==> config.mk <==
export PLATFORM = sky130hd
export DESIGN_NAME = hazard_scoreboard
export DESIGN_NICKNAME = d
export VERILOG_FILES = /design/src/rtl/hazard_pkg.sv /design/src/rtl/hazard_entry_cmp.sv /design/src/rtl/hazard_scoreboard.sv
export SDC_FILE = /design/constraint.sdc
export NUM_CORES = 1
export LEC_CHECK = 0
export CAP_MARGIN = 30
export CELL_PAD_IN_SITES_DETAIL_PLACEMENT = 0
export CELL_PAD_IN_SITES_GLOBAL_PLACEMENT = 1
export CORE_ASPECT_RATIO = 1.75
export CORE_UTILIZATION = 44
export CTS_CLUSTER_SIZE = 28
export DETAILED_ROUTE_END_ITERATION = 16
export GPL_ROUTABILITY_DRIVEN = 1
export MAX_ROUTING_LAYER = met4
export PLACE_DENSITY_LB_ADDON = 0.2
export SYNTH_ARGS = -nofsm -noshare
export SYNTH_HDL_FRONTEND = slang
export SYNTH_HIERARCHICAL = 1
export SYNTH_SLANG_ARGS = --single-unit
==> constraint.sdc <==
create_clock -name clk -period 4.3 [get_ports clk]
set_input_delay 0.86 -clock clk [delete_from_list [all_inputs] [get_ports clk]]
set_output_delay 0.86 -clock clk [all_outputs]
set_load 0.05 [all_outputs]
==> src/rtl/hazard_pkg.sv <==
// Shared types and constants for the D-stage hazard scoreboard.
// Entry layout, stall_cause bit positions and the Tnew saturating step.
package hazard_pkg;

  localparam int unsigned TwDef = 3;
  localparam logic [4:0]  EpcReg = 5'd14;

  localparam int unsigned CauseRs   = 0;
  localparam int unsigned CauseRt   = 1;
  localparam int unsigned CauseMdu  = 2;
  localparam int unsigned CauseEret = 3;

  typedef struct packed {
    logic             valid;
    logic [4:0]       wa;
    logic [TwDef-1:0] tnew;
    logic             epc_wr;
  } entry_t;

  function automatic logic [TwDef-1:0] sat_dec(input logic [TwDef-1:0] v);
    return (v == '0) ? v : v - 1'b1;
  endfunction

endpackage

==> src/rtl/hazard_entry_cmp.sv <==
// Compares one in-flight entry against the D-stage sources.
// An entry with tnew=0 can always forward, so it never produces a hit.
module hazard_entry_cmp
  import hazard_pkg::*;
#(
  parameter int unsigned TW = TwDef
) (
  input  entry_t        entry,
  input  logic [4:0]    rs,
  input  logic [4:0]    rt,
  input  logic [TW-1:0] tuse_rs,
  input  logic [TW-1:0] tuse_rt,
  output logic          rs_hit,
  output logic          rt_hit,
  output logic          epc_hit
);

  logic [TW-1:0] tnew;
  logic          live;

  assign tnew = TW'(entry.tnew);
  assign live = entry.valid && (entry.wa != 5'd0);

  // An all-ones Tuse can never be below tnew, which covers "not used".
  assign rs_hit  = live && (entry.wa == rs) && (tuse_rs < tnew);
  assign rt_hit  = live && (entry.wa == rt) && (tuse_rt < tnew);
  assign epc_hit = entry.valid && entry.epc_wr;

endmodule

==> src/rtl/hazard_scoreboard.sv <==
// Tuse/Tnew hazard scoreboard for the D stage: data, MDU and eret/EPC stalls,
// plus a saturating count of stalled cycles.
module hazard_scoreboard
  import hazard_pkg::*;
#(
  parameter int unsigned NSTAGE   = 3,
  parameter int unsigned TW       = TwDef,
  parameter int unsigned MULT_LAT = 5,
  parameter int unsigned DIV_LAT  = 10,
  parameter int unsigned CNT_W    = 32
) (
  input  logic             clk,
  input  logic             reset,
  input  logic             d_valid,
  input  logic [4:0]       d_rs,
  input  logic [4:0]       d_rt,
  input  logic [TW-1:0]    d_tuse_rs,
  input  logic [TW-1:0]    d_tuse_rt,
  input  logic [4:0]       d_wa,
  input  logic [TW-1:0]    d_tnew,
  input  logic             d_mdu_use,
  input  logic             d_md_start,
  input  logic             d_md_div,
  input  logic             d_epc_wr,
  input  logic             d_eret,
  input  logic             flush,
  output logic             stall,
  output logic [3:0]       stall_cause,
  output logic             mdu_busy,
  output logic [CNT_W-1:0] stall_cnt
);

  localparam int unsigned MduMax = (DIV_LAT > MULT_LAT) ? DIV_LAT : MULT_LAT;
  localparam int unsigned MduW   = $clog2(MduMax + 1);

  entry_t entry_q [NSTAGE];
  entry_t entry_d [NSTAGE];

  logic [NSTAGE-1:0] rs_hit, rt_hit, epc_hit;
  logic [3:0]        haz;
  logic              accept;
  logic [MduW-1:0]   mdu_q, mdu_d;
  logic [CNT_W-1:0]  cnt_q, cnt_d;

  for (genvar gi = 0; gi < NSTAGE; gi++) begin : g_cmp
    hazard_entry_cmp #(
      .TW (TW)
    ) u_cmp (
      .entry   (entry_q[gi]),
      .rs      (d_rs),
      .rt      (d_rt),
      .tuse_rs (d_tuse_rs),
      .tuse_rt (d_tuse_rt),
      .rs_hit  (rs_hit[gi]),
      .rt_hit  (rt_hit[gi]),
      .epc_hit (epc_hit[gi])
    );
  end

  assign mdu_busy = (mdu_q != '0);

  always_comb begin
    haz            = '0;
    haz[CauseRs]   = |rs_hit;
    haz[CauseRt]   = |rt_hit;
    haz[CauseMdu]  = d_mdu_use && mdu_busy;
    haz[CauseEret] = d_eret && (|epc_hit);
  end

  assign stall       = reset && d_valid && !flush && (|haz);
  assign stall_cause = haz & {4{stall}};
  assign accept      = d_valid && !stall && !flush;
  assign stall_cnt   = cnt_q;

  always_comb begin
    entry_d[0] = '0;
    if (accept) begin
      entry_d[0].valid  = 1'b1;
      entry_d[0].wa     = d_wa;
      entry_d[0].tnew   = TwDef'(d_tnew);
      entry_d[0].epc_wr = d_epc_wr;
    end
    for (int k = 1; k < NSTAGE; k++) begin
      entry_d[k]      = entry_q[k-1];
      entry_d[k].tnew = sat_dec(entry_q[k-1].tnew);
    end
    if (flush) begin
      for (int k = 0; k < NSTAGE; k++) begin
        entry_d[k] = '0;
      end
    end
  end

  // A new md operation replaces whatever count is left; flush does not stop the MDU.
  always_comb begin
    mdu_d = mdu_q;
    if (accept && d_md_start) begin
      mdu_d = d_md_div ? MduW'(DIV_LAT) : MduW'(MULT_LAT);
    end else if (mdu_q != '0) begin
      mdu_d = mdu_q - 1'b1;
    end
  end

  always_comb begin
    cnt_d = cnt_q;
    if (stall && (cnt_q != '1)) begin
      cnt_d = cnt_q + 1'b1;
    end
  end

  always_ff @(posedge clk or negedge reset) begin
    if (!reset) begin
      for (int k = 0; k < NSTAGE; k++) begin
        entry_q[k] <= '0;
      end
      mdu_q <= '0;
      cnt_q <= '0;
    end else begin
      for (int k = 0; k < NSTAGE; k++) begin
        entry_q[k] <= entry_d[k];
      end
      mdu_q <= mdu_d;
      cnt_q <= cnt_d;
    end
  end

endmodule

Word-level counts from Yosys, hierarchy flattened

Index checks and enable logic that the tools add are counted.

Add/sub/neg operators: 4
Magnitude comparators: 6
Equality and inequality tests: 7
Mux-type cells: 7
Bitwise operators: 1
Reductions and logical operators: 40

Operator list:

| cell                  | number |
|---|---|
| $add 32x1->32 const B | 1 |
| $ne 32x32->1 const B  | 1 |
| $eq 5x5->1            | 6 |
| $mux 30               | 1 |
| $logic_and 1x1->1     | 27 |
| $lt 3x3->1            | 6 |
| $reduce_bool 5->1     | 3 |
| $mux 4                | 3 |
| $mux 10               | 1 |
| $reduce_or 3->1       | 3 |
| $reduce_or 8->1       | 1 |
| $logic_not 3->1       | 2 |
| $mux 3                | 2 |
| $sub 3x1->3 const B   | 2 |
| $and 4x4->4           | 1 |
| $reduce_bool 4->1     | 1 |
| $sub 4x1->4 const B   | 1 |
| $logic_not 1->1       | 2 |
| $reduce_bool 2->1     | 1 |

Register bits after elaboration: 66
Input bits: 33
Output and inout port bits: 38
Logic and storage cells: 79

Logic depth before layout (Yosys ltp)

Word-level depth: 11
Mapped depth: 10
Gate-level depth less buffers: 9

By module

The synthesis kept the hierarchy.

Modules (own cells, without submodules):

| module            | instances | cells an instance | area an instance (um^2) | seq. area each (um^2) |
|---|---|---|---|---|
| hazard_scoreboard | 1         | 260               | 3016.6                  | 1651.6 |
| hazard_entry_cmp  | 3         | 29                | 261.5                   | 0.0 |

Least setup slack after synthesis

No wires, ideal clock.

Path type: input -> output
Start point: in d_tuse_rs[1]
End point: out stall
Arrival: 2.601 ns
Setup slack: 0.839 ns
Cell stages on the path: 6
Buffers on the path: 0
Path through: ha_1 a21o_1 a2111oi_2 nor3_1 o2111a_2 nor2_1

Longest elaborated chain between the ends: 4
Elaborated cells between the ends (all ways): 8

RTL lines:

| item               | line                    | RTL |
|---|---|---|
| start: declaration | hazard_scoreboard.sv:17 | `input logic [TW-1:0] d_tuse_rs,` |
| $lt 3x3->1         | hazard_entry_cmp.sv:25  | `assign rs_hit = live && (entry.wa == rs) && (tuse_rs < tnew);` |
| $logic_and 1x1->1  | hazard_entry_cmp.sv:25  |  |
| net rs_hit[1]      | hazard_scoreboard.sv:39 | `logic [NSTAGE-1:0] rs_hit, rt_hit, epc_hit;` |
| $reduce_or 8->1    | hazard_scoreboard.sv:70 | `assign stall = reset && d_valid && !flush && (\|haz);` |
| $logic_and 1x1->1  | hazard_scoreboard.sv:70 |  |
| end: declaration   | hazard_scoreboard.sv:27 | `output logic stall,` |

The timed path passes the listed nets, and every way through them passes these cells.

Worst setup path in the final report

Start point: in d_rs[2]
End point: out stall

Longest elaborated chain between the ends: 5
Elaborated cells between the ends (all ways): 11

RTL lines:

| item                           | line                    | RTL |
|---|---|---|
| start: declaration             | hazard_scoreboard.sv:15 | `input logic [4:0] d_rs,` |
| $eq 5x5->1                     | hazard_entry_cmp.sv:25  |  |
| $logic_and 1x1->1 (2 in a row) | hazard_entry_cmp.sv:25  |  |
| net rs_hit[2]                  | hazard_scoreboard.sv:39 |  |
| $reduce_or 8->1                | hazard_scoreboard.sv:70 |  |
| $logic_and 1x1->1              | hazard_scoreboard.sv:70 |  |

The timed path passes the listed nets, and every way through them passes these cells.

==> summary.txt <==
Status
  • Outcome: complete, no violations

Placed design
  • Port Buffers: 70
  • Final HPWL DP: 6.885 mm
  • Placed inst area: 4617 um^2
  • Placer's final routability congestion estimate: 0.8327

Final layout
  • Share of cells above drive strength 1: 10.96%
  • ANT cells: 0
  • Final Cell Area: 4945 um^2
  • Layout net count: 477
  • Area growth syn-to-layout: 30.09%
  • Final Core Density: 59.48%

Pwr
  • LEAKAGE: 0.002026 uW
  • Peak VDD IR: 0.0004091 V
  • Cell Pwr Density: 388.0 nW/um^2

GRT
  • First-pass GRT wire length: 14.86 mm
  • Initial antenna violation count: 0
  • GR Util All Layers: 22.49%
  • Largest net degree at the start of global routing: 67
  • Via count of the first global-routing pass: 2,970
  • Overflow after GRT: 0

Floorplanning
  • Core area: 8313 um^2
  • DIE WIDTH: 72.26 um
  • Initial core utilization: 45.73%
  • Die height: 125.0 um
  • IO Count: 71
  • Row count: 44
  • Die area: 9029 um^2

Yosys
  • Post-Synth Adder-Cell Area: 6.254%
  • Post-Syn Nets: 399
  • Compound-Gate Fraction of Synth Area: 7.505%
  • Simple-gate portion of the synthesized area: 24.09%
  • Count of flip-flops with a built-in enable after synthesis: 0
  • Largest family of logic cells by synthesized area: simple AND/OR/NAND/NOR gates
  • Post-synthesis mux area share: 0.9217%
  • Syn Inst Count: 347
  • Synth warn: 6
  • Sequential fraction of the synthesis area: 43.45%
  • Post-Syn Area per Cell: 10.95 um^2
  • XOR/XNOR Fraction of Synth Area: 14.98%
  • Post-synth ARST share: 100.0%
  • Synth Flop Type: dfrtp_1
  • Mapped cell area: 3801 um^2
  • Number of distinct library cells after synthesis: 41
  • #FFs+latches synth: 66

STA
  • Final Max Tran Viols: 0
  • Rel. slew slack: 43.30%
  • Fmax: 0.2655 GHz
  • Final setup vio count: 0
  • Hold Vio Cnt, Final: 0
  • RSZ-0062 raised after global routing: no
  • Final Skew: 0.01059 ns
  • Post-route clock period utilization: 87.58%
  • Tmin final: 3.766 ns
  • Fin Setup TNS: 0 ns
  • Worst slew pin tran: 0.8505 ns
  • Fin Hold WS: 0.4881 ns

Setup path
  • CP required: 3.44 ns
  • Critical Path Source Type: input pin
  • Critical Path AT: 2.91 ns
  • Critical Path Sink Type: primary output
  • Max FO, Critical Path: 5
  • Crit path kind: in -> out

Routing
  • Wirelength per Cell: 16.80 um
  • DR vias/cell: 5.232
  • DRT iter0 DRCs: 94
  • Pre-Repair DR Iteration Count: 4
  • Final wirelength: 9.140 mm
  • ANT nets after route: 0
  • Vias post-DR: 2,846
  • DR DRC count: 0

Clock tree
  • Hold_buf cts: 0
  • H-tree depth: 3
  • TritonCTS clock tree: built
  • Post-CTS Setup Inserts: 0
  • Worst-Skew Late Latency: 0.33 ns
  • Sink Count: 66
  • Clock root buffer: clkbuf_16
  • Cts repair resizes: 0
  • Reg clk slew, reported paths: 0.05 ns
  • Clock buffer count from CTS: 9
  • Clk buf depth: 2

Hold path
  • Worst Hold Class: reg -> reg

Flow run
  • Max-Cap Viols: 0
layout by cell type (no fill, tap or decap), types with 2 or more instances in the layout:
cell,netlist,layout
buf_4,0,7
nand3_1,14,14
nand2b_1,15,15
a211oi_1,2,2
nor2b_1,14,14
mux2i_1,2,2
xnor2_1,63,63
and3_1,11,11
nand4_1,28,28
clkinvlp_4,0,2
nor4_2,2,2
or4_4,3,3
clkdlybuf4s50_1,0,64
a21o_1,7,7
and4_4,2,2
clkinv_1,2,2
nor3_1,6,6
o21ai_4,3,3
clkbuf_8,0,2
a2111oi_2,6,6
nor2_1,19,19
inv_1,14,14
xor2_1,2,2
and4_1,3,3
a21oi_1,4,4
nand2_1,8,8
clkbuf_16,0,9
bufinv_16,0,2
dfrtp_1,66,66
ha_1,19,19
and2_1,13,13
power by group:
group	internal, uW	switching (uW)
clock network	535	261
logic	179	217
registers	672	53.8
registers in the layout, summed over array words and instances (netlist names):
| signal | cells |
|---|---|
| stall_cnt | 32 |
| mdu_q | 4 |
| entry_q | 30 |
worst max-delay path, cell delays in order:
cell	delay [ns]
clkdlybuf4s50_1	0.58
xnor2_1	0.15
nand4_1	0.20
a2111oi_2	0.39
nor3_1	0.11
o2111a_2	0.24
nor2_1	0.20
buf_12	0.17
cells by family after synthesis:
group / count (synthesis)
buffers and inverters: 22
and+or+nand+nor: 145
AOI/OAI and AO/OA: 27
xor gates and xnor gates: 65
DFF: 66
muxes: 3
adders and majority gates: 19
area by class of cell:
type,count,area [um^2]
Fill cell,725,3368
Multi-Input combinational cell,259,2043
Sequential cell,66,1652
Timing Repair Buffer,73,718.2
Clock buffer,11,252.7
Tap cell,115,143.9
Clock inverter,4,75.07
Inverter,16,60.06
through the flow:
step,cells,worst slack [ns],total power (uW)
3_5_place_dp,529,0.5051,1138
3_3_place_gp,529,0.5532,1127
5_1_grt,544,0.4326,2004
4_1_cts,544,0.4912,1939
2_1_floorplan,347,0.8390,995.0
6_report,544,0.5342,1919
synthesized netlist by cell type (2+ instances only):
cell type | count | area share, %
dfrtp_1 | 66 | 43
xnor2_1 | 63 | 15
nand4_1 | 28 | 4.6
ha_1 | 19 | 6.3
nor2_1 | 19 | 1.9
nand2b_1 | 15 | 2.5
inv_1 | 14 | 1.4
nand3_1 | 14 | 1.8
nor2b_1 | 14 | 2.3
and2_1 | 13 | 2.1
and3_1 | 11 | 1.8
nand2_1 | 8 | 0.79
a21o_1 | 7 | 1.4
a2111oi_2 | 6 | 2.4
nor3_1 | 6 | 0.79
a21oi_1 | 4 | 0.53
and4_1 | 3 | 0.69
buf_6 | 3 | 0.89
o21ai_4 | 3 | 1.3
or4_4 | 3 | 0.89
a211oi_1 | 2 | 0.39
and4_4 | 2 | 0.59
clkbuf_1 | 2 | 0.20
clkinv_1 | 2 | 0.20
mux2i_1 | 2 | 0.53
nor4_2 | 2 | 0.66
xor2_1 | 2 | 0.46
per-layer routing:
layer	wire length (um)	global-route usage [%]	up-vias
met1	3518	23.82	1387
met2	5045	39.53	71
met3	369	5.077	13
met5	0	-	-
li1	-	-	1375
met4	206	8.766	0
path summary, 6_finish.rpt:
| kind | to | startpoint | cells past startpoint | slack (ns) |
|---|---|---|---|---|
| max | stall | d_rs[2] | 8 | 0.53 |
| min | entry_q[10] | entry_q[20] | 1 | 0.49 |
| max reg2reg | mdu_q[2] | entry_q[26] | 8 | 1.58 |
| min reg2reg | entry_q[10] | entry_q[20] | 1 | 0.49 |
| max in group asynchronous | entry_q[7] | reset | 2 | 2.96 |
| min in group asynchronous | entry_q[2] | reset | 2 | 0.77 |
No activity file was read; power rests on OpenSTA's default activity.
